## src/rtl/bus_arbiter.sv

```systemverilog
// Two-master arbiter onto one slave bus; optional round-robin via BUS_ARB_ROUND_ROBIN_EN (default: m0 fixed priority).
// Latency: gnt at T, slave enable at T+1, done at T+3. Losing requester simply waits, with no gnt, until selected.
`ifndef Ram_base
`define Ram_base 64'h0000_0000_8000_0000
`endif

module bus_arbiter #(
    parameter int ADDR_W = 64,
    parameter int DATA_W = 64
) (
    input  logic              clk,
    input  logic              reset,
    input  logic              m0_req,
    input  logic [ADDR_W-1:0] m0_addr,
    input  logic [DATA_W-1:0] m0_wdata,
    input  logic              m0_we,
    input  logic              m0_re,
    output logic              m0_gnt,
    output logic              m0_done,
    output logic [DATA_W-1:0] m0_rdata,
    input  logic              m1_req,
    input  logic [ADDR_W-1:0] m1_addr,
    input  logic [DATA_W-1:0] m1_wdata,
    input  logic              m1_we,
    input  logic              m1_re,
    output logic              m1_gnt,
    output logic              m1_done,
    output logic [DATA_W-1:0] m1_rdata,
    output logic [ADDR_W-1:0] s_address,
    output logic [DATA_W-1:0] s_write_data,
    output logic              s_write_enable,
    output logic              s_read_enable,
    input  logic [DATA_W-1:0] s_read_data,
    output logic              busy
);

    localparam logic [ADDR_W-1:0] RAM_BASE = ADDR_W'(`Ram_base);

    typedef enum logic [1:0] {
        ST_IDLE  = 2'd0,
        ST_ISSUE = 2'd1,
        ST_WAIT  = 2'd2,
        ST_DONE  = 2'd3
    } state_t;

    state_t            state;
    state_t            next_state;
    logic              sel_vld;
    logic              sel_m1;
    logic              grant_now;
    logic              cap_m1;
    logic              cap_wr;
    logic              cap_rd;
    logic [ADDR_W-1:0] cap_addr;
    logic [DATA_W-1:0] cap_wdata;
    logic [DATA_W-1:0] hold_data;

`ifdef BUS_ARB_ROUND_ROBIN_EN
    logic last_m1;

    // On a tie the master that was not granted most recently wins.
    always_ff @(posedge clk or negedge reset) begin
        if (!reset) begin
            last_m1 <= 1'b1;
        end else if (grant_now) begin
            last_m1 <= sel_m1;
        end
    end

    assign sel_m1 = m1_req & (~m0_req | ~last_m1);
`else
    assign sel_m1 = m1_req & ~m0_req;
`endif

    assign sel_vld   = m0_req | m1_req;
    assign grant_now = reset & (state == ST_IDLE) & sel_vld;

    always_comb begin
        next_state = state;
        case (state)
            ST_IDLE:  if (sel_vld) next_state = ST_ISSUE;
            ST_ISSUE: next_state = ST_WAIT;
            ST_WAIT:  next_state = ST_DONE;
            ST_DONE:  next_state = ST_IDLE;
            default:  next_state = ST_IDLE;
        endcase
    end

    always_ff @(posedge clk or negedge reset) begin
        if (!reset) begin
            state     <= ST_IDLE;
            cap_m1    <= 1'b0;
            cap_wr    <= 1'b0;
            cap_rd    <= 1'b0;
            cap_addr  <= '0;
            cap_wdata <= '0;
            hold_data <= '0;
        end else begin
            state <= next_state;
            if (grant_now) begin
                // we+re together is a write; neither is a no-op transfer.
                cap_m1    <= sel_m1;
                cap_addr  <= sel_m1 ? m1_addr  : m0_addr;
                cap_wdata <= sel_m1 ? m1_wdata : m0_wdata;
                cap_wr    <= sel_m1 ? m1_we    : m0_we;
                cap_rd    <= sel_m1 ? (m1_re & ~m1_we) : (m0_re & ~m0_we);
            end
            if (state == ST_WAIT && cap_rd) begin
                hold_data <= s_read_data;
            end
        end
    end

    always_comb begin
        m0_gnt         = grant_now & ~sel_m1;
        m1_gnt         = grant_now & sel_m1;
        busy           = (state != ST_IDLE);
        s_address      = RAM_BASE;
        s_write_data   = '0;
        s_write_enable = 1'b0;
        s_read_enable  = 1'b0;
        m0_done        = 1'b0;
        m1_done        = 1'b0;
        m0_rdata       = '0;
        m1_rdata       = '0;
        if (state == ST_ISSUE) begin
            s_address      = cap_addr;
            s_write_data   = cap_wdata;
            s_write_enable = cap_wr;
            s_read_enable  = cap_rd;
        end
        if (state == ST_DONE) begin
            m0_done = ~cap_m1;
            m1_done = cap_m1;
            if (cap_rd) begin
                if (cap_m1) m1_rdata = hold_data;
                else        m0_rdata = hold_data;
            end
        end
    end

endmodule
```

## config.mk

```make
export PLATFORM = sky130hd
export DESIGN_NAME = bus_arbiter
export DESIGN_NICKNAME = d
export VERILOG_FILES = /design/src/rtl/bus_arbiter.sv
export SDC_FILE = /design/constraint.sdc
export NUM_CORES = 1
export LEC_CHECK = 0
export ABC_AREA = 0
export CAP_MARGIN = 20
export CORE_AREA = 2 2 227 229
export DETAILED_ROUTE_END_ITERATION = 10
export DIE_AREA = 0 0 229 231
export RECOVER_POWER = 100
export SYNTH_ARGS = -nofsm -noshare
export SYNTH_HDL_FRONTEND = slang
export SYNTH_SLANG_ARGS = --single-unit
```

## constraint.sdc

```tcl
create_clock -name clk -period 3.6 [get_ports clk]
set_clock_uncertainty 0.05 [all_clocks]
set_input_delay 0.36 -clock clk [delete_from_list [all_inputs] [get_ports clk]]
set_output_delay 0.36 -clock clk [all_outputs]
set_load 0.05 [all_outputs]
```

==> flow_metrics.py <==
metrics = {
    "clocking": {
        "cts_tree": "done",
        "cts_sinks": 197,
        "postCtsResizedCells": 0,
        "h-tree-depth": 4,
        "clockRootBuffer": "clkbuf_16",
        "numCtsBuffers": 17,
        "clkTransAtPathRegs_ns": 0.07,
        "clock_path_buffers": 2,
        "insertion_delay_ns": 0.47,
    },
    "worst_setup_path": {
        "cp-start-kind": "register",
        "cp.arrival_ns": 2.85,
        "endpoint_kind": "output port",
        "r2r_start": "state[0]$_DFFE_PN0P_",
        "worstRegToRegCells": 5,
        "worstReg2RegEnd": "cap_wdata[7]$_DFFE_PN0P_",
        "r2r_setup_slack_ns": 0.80,
        "critical_path_class": "reg -> out",
        "required_ns": 3.19,
        "path_max_fanout": 65,
    },
    "power": {
        "leakage_uw": 0.007748,
        "vdd_drop_max_uv": 285.4,
        "powerDensity_mw_per_mm2": 642.0,
    },
    "place": {
        "hpwl_um": 28250,
        "pre_cts_slack_ns": 0.8991,
        "dpl_cell_area_mm2": 0.01640,
        "port_buffers": 590,
        "gp_congestion": 0.8591,
    },
    "worst_hold_path": {
        "min_path_cells": 3,
        "min_from": "m0_req",
        "hold_path_class": "in -> reg",
        "hold_end": "state[0]$_DFFE_PN0P_",
    },
    "global_route": {
        "met2_usage": 0.2394,
        "first_global_vias": 9437,
        "antenna_found_initial": 1,
        "grt-ovfl-total": 0,
        "grt_util_met1": 0.1513,
        "grt_busiest_layer": "met2",
        "grt_pass1_wl_um": 55360,
        "grt_max_degree": 118,
        "grt.total_usage": 0.1368,
        "grt_use_met3": 0.04780,
    },
    "synth": {
        "ys_seq_elements": 197,
        "syn-num-nets": 1370,
        "postSynth.asyncResetShare": 1.000,
        "ys.flop_type": "dfrtp_1",
        "synth-edff-count": 0,
        "synth_area_mm2": 0.01007,
        "seq_area_frac_synth": 0.4894,
        "syn_inst": 1038,
        "yosysWarnings": 0,
        "synth_cell_types": 25,
        "avgSynthCellArea_um2": 9.703,
    },
    "sta": {
        "fmax_mhz": 306.3,
        "post-route-period-util": 0.9068,
        "worst_hold_slack_ns": 0.3396,
        "hold_viol": 0,
        "relSlewSlack": -0.1268,
        "worst_pin_slew_ns": 1.690,
        "slew_viol_final": 183,
        "finalCriticalPeriod_ns": 3.265,
        "fin_setup_tns_ns": 0,
        "rsz0062_at_grt": "no",
        "setup_viol": 0,
        "fin_ws_ns": 0.3354,
    },
    "final_layout": {
        "antenna_cells": 0,
        "layout.nets": 1893,
        "syn_to_final_growth_pct": 65.71,
        "final_area_mm2": 0.01669,
        "utilization": 0.3294,
        "drive_above_1_share": 0.03494,
    },
    "routing": {
        "totalWireLength_um": 37130,
        "avgViaCountPerCell": 4.268,
        "drtIter0Drc": 488,
        "vias": 9621,
        "drtAntennaViolNets": 0,
        "drcViolationCount": 0,
        "first_pass_iters": 5,
        "wl_per_cell_um": 16.47,
    },
    "floorplanning": {
        "fp.dieW_um": 229,
        "start_util": 0.1987,
        "design.core.area_mm2": 0.05068,
        "core.rowCount": 83,
        "io_pins": 591,
        "die_area_mm2": 0.05290,
        "fp.dieH_um": 231,
    },
    "job": {
        "cap_violations": 2,
    },
    "run_status": {
        "violations": "max-capacitance violations, max-slew violations",
        "status": "complete, but fails checks",
    },
}
-- power by group --
| group | leakage (µW) | internal [µW] | switching [µW] |
|---|---|---|---|
| logic | 0.00503 | 1720 | 3130 |
| registers | 0.00245 | 3290 | 674 |
| clock network | 0.000274 | 1010 | 895 |
| total | 0.00775 | 6020 | 4700 |
-- routing by layer --
layer  up-vias  routed length (µm)
li1       4680                   -
met2       368               18930
met5         -                  13
met4         2                 869
met3        44                3010
met1      4527               14310
-- layout by cell type, fill, tap and decap left out, drive strengths merged, types with 2 or more instances in the layout --
master / n
and3: 130
clkinv: 5
o21ai: 130
clkinvlp: 2
dfrtp: 197
ha: 4
and2: 130
buf: 12
inv: 6
a22oi: 129
nor2b: 2
clkbuf: 97
clkdlybuf4s50: 326
nand2: 131
dlygate4sd3: 198
mux2: 65
-- stage by stage --
stage               cells  total power, µW
floorplan            1038             7193
global placement     2220             9145
detailed placement   2220             9251
CTS                  2253            11250
global route         2254            11450
finish               2254            10720
-- cell type report --
class / instances / area, µm²
Fill cell: 5328 / 33990
Timing Repair Buffer: 610 / 5700
Sequential cell: 197 / 4931
Multi-Input combinational cell: 730 / 4618
Tap cell: 680 / 850.8
Clock buffer: 23 / 478.0
Clock inverter: 9 / 93.84
Inverter: 5 / 18.77
-- timing repair --
action / CTS / global route
hold buffers: 1 / 0
setup buffers: 0 / 0
endpoints found under the setup margin: 0 / 0
endpoints found under the hold margin: 38 / 0
-- how the worst max path moves through the flow --
| stage | from | endpoint | slack, ns | depth (start not counted) |
|---|---|---|---|---|
| 5_1_grt | state[0]$_DFFE_PN0P_ | m0_rdata[25] | 0.17 | 5 |
| 6_report | state[0]$_DFFE_PN0P_ | m0_rdata[49] | 0.34 | 5 |
| 2_1_floorplan | state[0]$_DFFE_PN0P_ | m0_rdata[54] | 1.38 | 4 |
| 3_3_place_gp | state[1]$_DFFE_PN0P_ | s_write_data[20] | 0.94 | 5 |
| 4_1_cts | state[1]$_DFFE_PN0P_ | s_write_data[20] | 0.33 | 5 |
| 3_5_place_dp | state[1]$_DFFE_PN0P_ | s_write_data[20] | 0.90 | 5 |
-- critical path, stage by stage, from the launching register on --
cell and delay (ns):
dfrtp_1 0.44, ha_1 0.20, nor2b_4 0.13, clkbuf_4 0.46, and3_1 0.23, dlygate4sd3_1 0.87
-- cell families (layout without fill, tap and decap cells) --
kind of cell / after synthesis / after routing / share of synthesized area
and+or+nand+nor: 398 / 398 / 0.2145
buffers and inverters: 111 / 647 / 0.05366
AOI/OAI and AO/OA: 263 / 263 / 0.1647
DFF: 197 / 197 / 0.4894
adders and majority gates: 4 / 4 / 0.004969
muxes: 65 / 65 / 0.07267
-- sequential cells by signal (all words and copies together), names as in the netlist --
register,flops
cap_addr,64
cap_wdata,64
hold_data,64
state,2
cap_m1,1
cap_rd,1
cap_wr,1
-- Yosys cell counts (2+ instances only) --
master      n  share of area
dfrtp_1   197           0.49
clkbuf_1   63          0.023
and2_1    130          0.081
and3_1    130          0.081
buf_4       7         0.0052
o21ai_1   130          0.065
mux2_1     65          0.073
nand2_1   131          0.049
inv_1       4         0.0015
buf_6       6         0.0067
a22oi_1   129          0.096
ha_1        4         0.0050
buf_2      29          0.014
nor2b_1     2         0.0012
No activity file was read; power rests on OpenSTA's default activity.
==> variant (same settings) <==
`ADDR_W`: 64 -> 72.
--- a/src/rtl/bus_arbiter.sv
+++ b/src/rtl/bus_arbiter.sv
@@ -5,7 +5,7 @@
 `endif
 
 module bus_arbiter #(
-    parameter int ADDR_W = 64,
+    parameter int ADDR_W = 72,
     parameter int DATA_W = 64
 ) (
     input  logic              clk,
Interface: changed (resized m0_addr, m1_addr and s_address); port bits go from 591 to 615. The function was not compared with the original's and may differ.
==> variant against the unedited design <==
The flow still finishes with violations (capacitance limit, slew limit); sequential cell count increased by 8; worst setup slack lost 0.017 ns; sequential share of layout area shrank 0.91 points; power up 11%; die area unchanged; sequential power up 4%; worst hold slack got worse by 0.054 ns; first-iteration DRC count down 20%; synthesized area up 4.7%; routed wire length grew 13%; final area increased by 7.4%; largest power group unchanged; highest routed layer unchanged.
==> variant: results (changes against the unedited design) <==
* Status: finished, violations left
* Violations in the final reports: capacitance limit, slew limit
* Tmin final at 3.28 ns (+0.0166 ns)
* CTS H-tree depth at 1 (-3)
* Post-synthesis adder-cell area fraction at 0.475% (-0.022 points)
* Number of detailed-route iterations in the first pass at 4 (-1)
* Fillers at 5234 (-1.8%)
* First-pass GRT wire length at 62300 um (+13%)
* Vias per inst at 4.41 (+3.3%)
* Area of the multi-input gates at 0.00480 sq mm (+3.8%)
* Leak pwr at 8.51 nW (+9.8%)
* Clk Latency, worst-skew pair at 0.53 ns (+0.06 ns)
* Top post-synthesis cells by area: dfrtp_1 (49%), a22oi_1 (9.8%), and2_1 (8.2%)
* Via count at 10300 (+7.0%)
* Mux share of post-synthesis cell area at 6.98% (-0.29 points)
* Top flop regs: cap_addr: 72 flops, cap_wdata: 64 flops, hold_data: 64 flops
* FFs & Latches at 205 (+4.1%)
* Pre-CTS worst setup slack at 0.871 ns (-0.0282 ns)
* Register area share after synthesis at 48.6% (-0.30 points)
* Hold Slack at 0.286 ns (-0.0541 ns)
* Sequential share of cell area at 28.6% (-0.91 points)
* Worst slew pin tran at 1.57 ns (-0.119 ns)
* Max Cap Viol at 1 (-1)
* Critical Path AT at 2.87 ns (+0.02 ns)
* Largest net degree at the start of global routing at 139 (+18%)
* Top cells by count, synth: dfrtp_1 (205), nand2_1 (139), and2_1 (138), a22oi_1 (137), and3_1 (130)
* TritonCTS buffer count at 24 (+7)
* Final max-slew violation count at 107 (-42%)
* Design area at 0.0179 sq mm (+7.4%)
* Total GRT Usage at 15.1% (+1.4 points)
* CP startpoint: state[1]
* Clock Path Buffers at 3 (+1)
* Worst Hold Class: in2async
* Initial antenna violation count at 10 (+9)
* Number of clock buffers in the layout at 34 (+48%)
* Final HPWL from detailed placement at 31900 um (+13%)
* CP max FO at 68 (+4.6%)
* Final GP Congestion at 0.876 (+1.9%)
* N_diodes at 4 (+4)
* DR iter-0 viols at 390 (-20%)
* Synth Area in Compound Gates at 16.7% (+0.21 points)
* Critical path's largest stage delay at 0.92 ns (+0.05 ns)
* Port Buffer Count at 614 (+4.1%)
* Share of cells above drive strength 1 at 7.88% (+4.4 points)
* Max VDD drop at 0.297 mV (+4.2%)
* Syn_area_per_cell at 9.75 sq um (+0.45%)
* Nets@finish at 1980 (+4.6%)
* Netlist cell types at 28 (+12%)
* P_int at 6.94 mW (+15%)
## variant: changes by cell type in the layout (fill, tap and decap cells not counted), sizes merged
cell,before,now
diode,0,4
buf,12,16
dlygate4sd3,198,262
inv,6,5
bufinv,1,3
clkinvlp,2,0
a22oi,129,137
o21ai,130,138
clkbuf,97,49
dfrtp,197,205
clkinv,5,7
and2,130,138
nand2,131,139
clkdlybuf4s50,326,341
## variant: power by group through the flow
stage	registers (mW)	clock network [mW]	logic [mW]
finish	4.13	2.58	5.22
global route	4.27	2.77	5.64
CTS	4.13	2.68	5.55
detailed placement	4.16	0	5.54
global placement	4.12	0	5.46
floorplan	3.83	0	3.71
## variant: per-layer routing
metal,share of wire (%),vias up,GRT usage (%)
met5,0.038,-,0
met4,3.4,2,5.48
met3,7.3,77,3.58
met2,50,450,27.5
met1,39,4865,17.1
li1,-,4898,-
## variant: kinds of logic after synthesis
group,count (synthesis)
flops,205
compound gates,279
fa+ha+maj,4
mux,65
buf+inv,115
simple gates,414
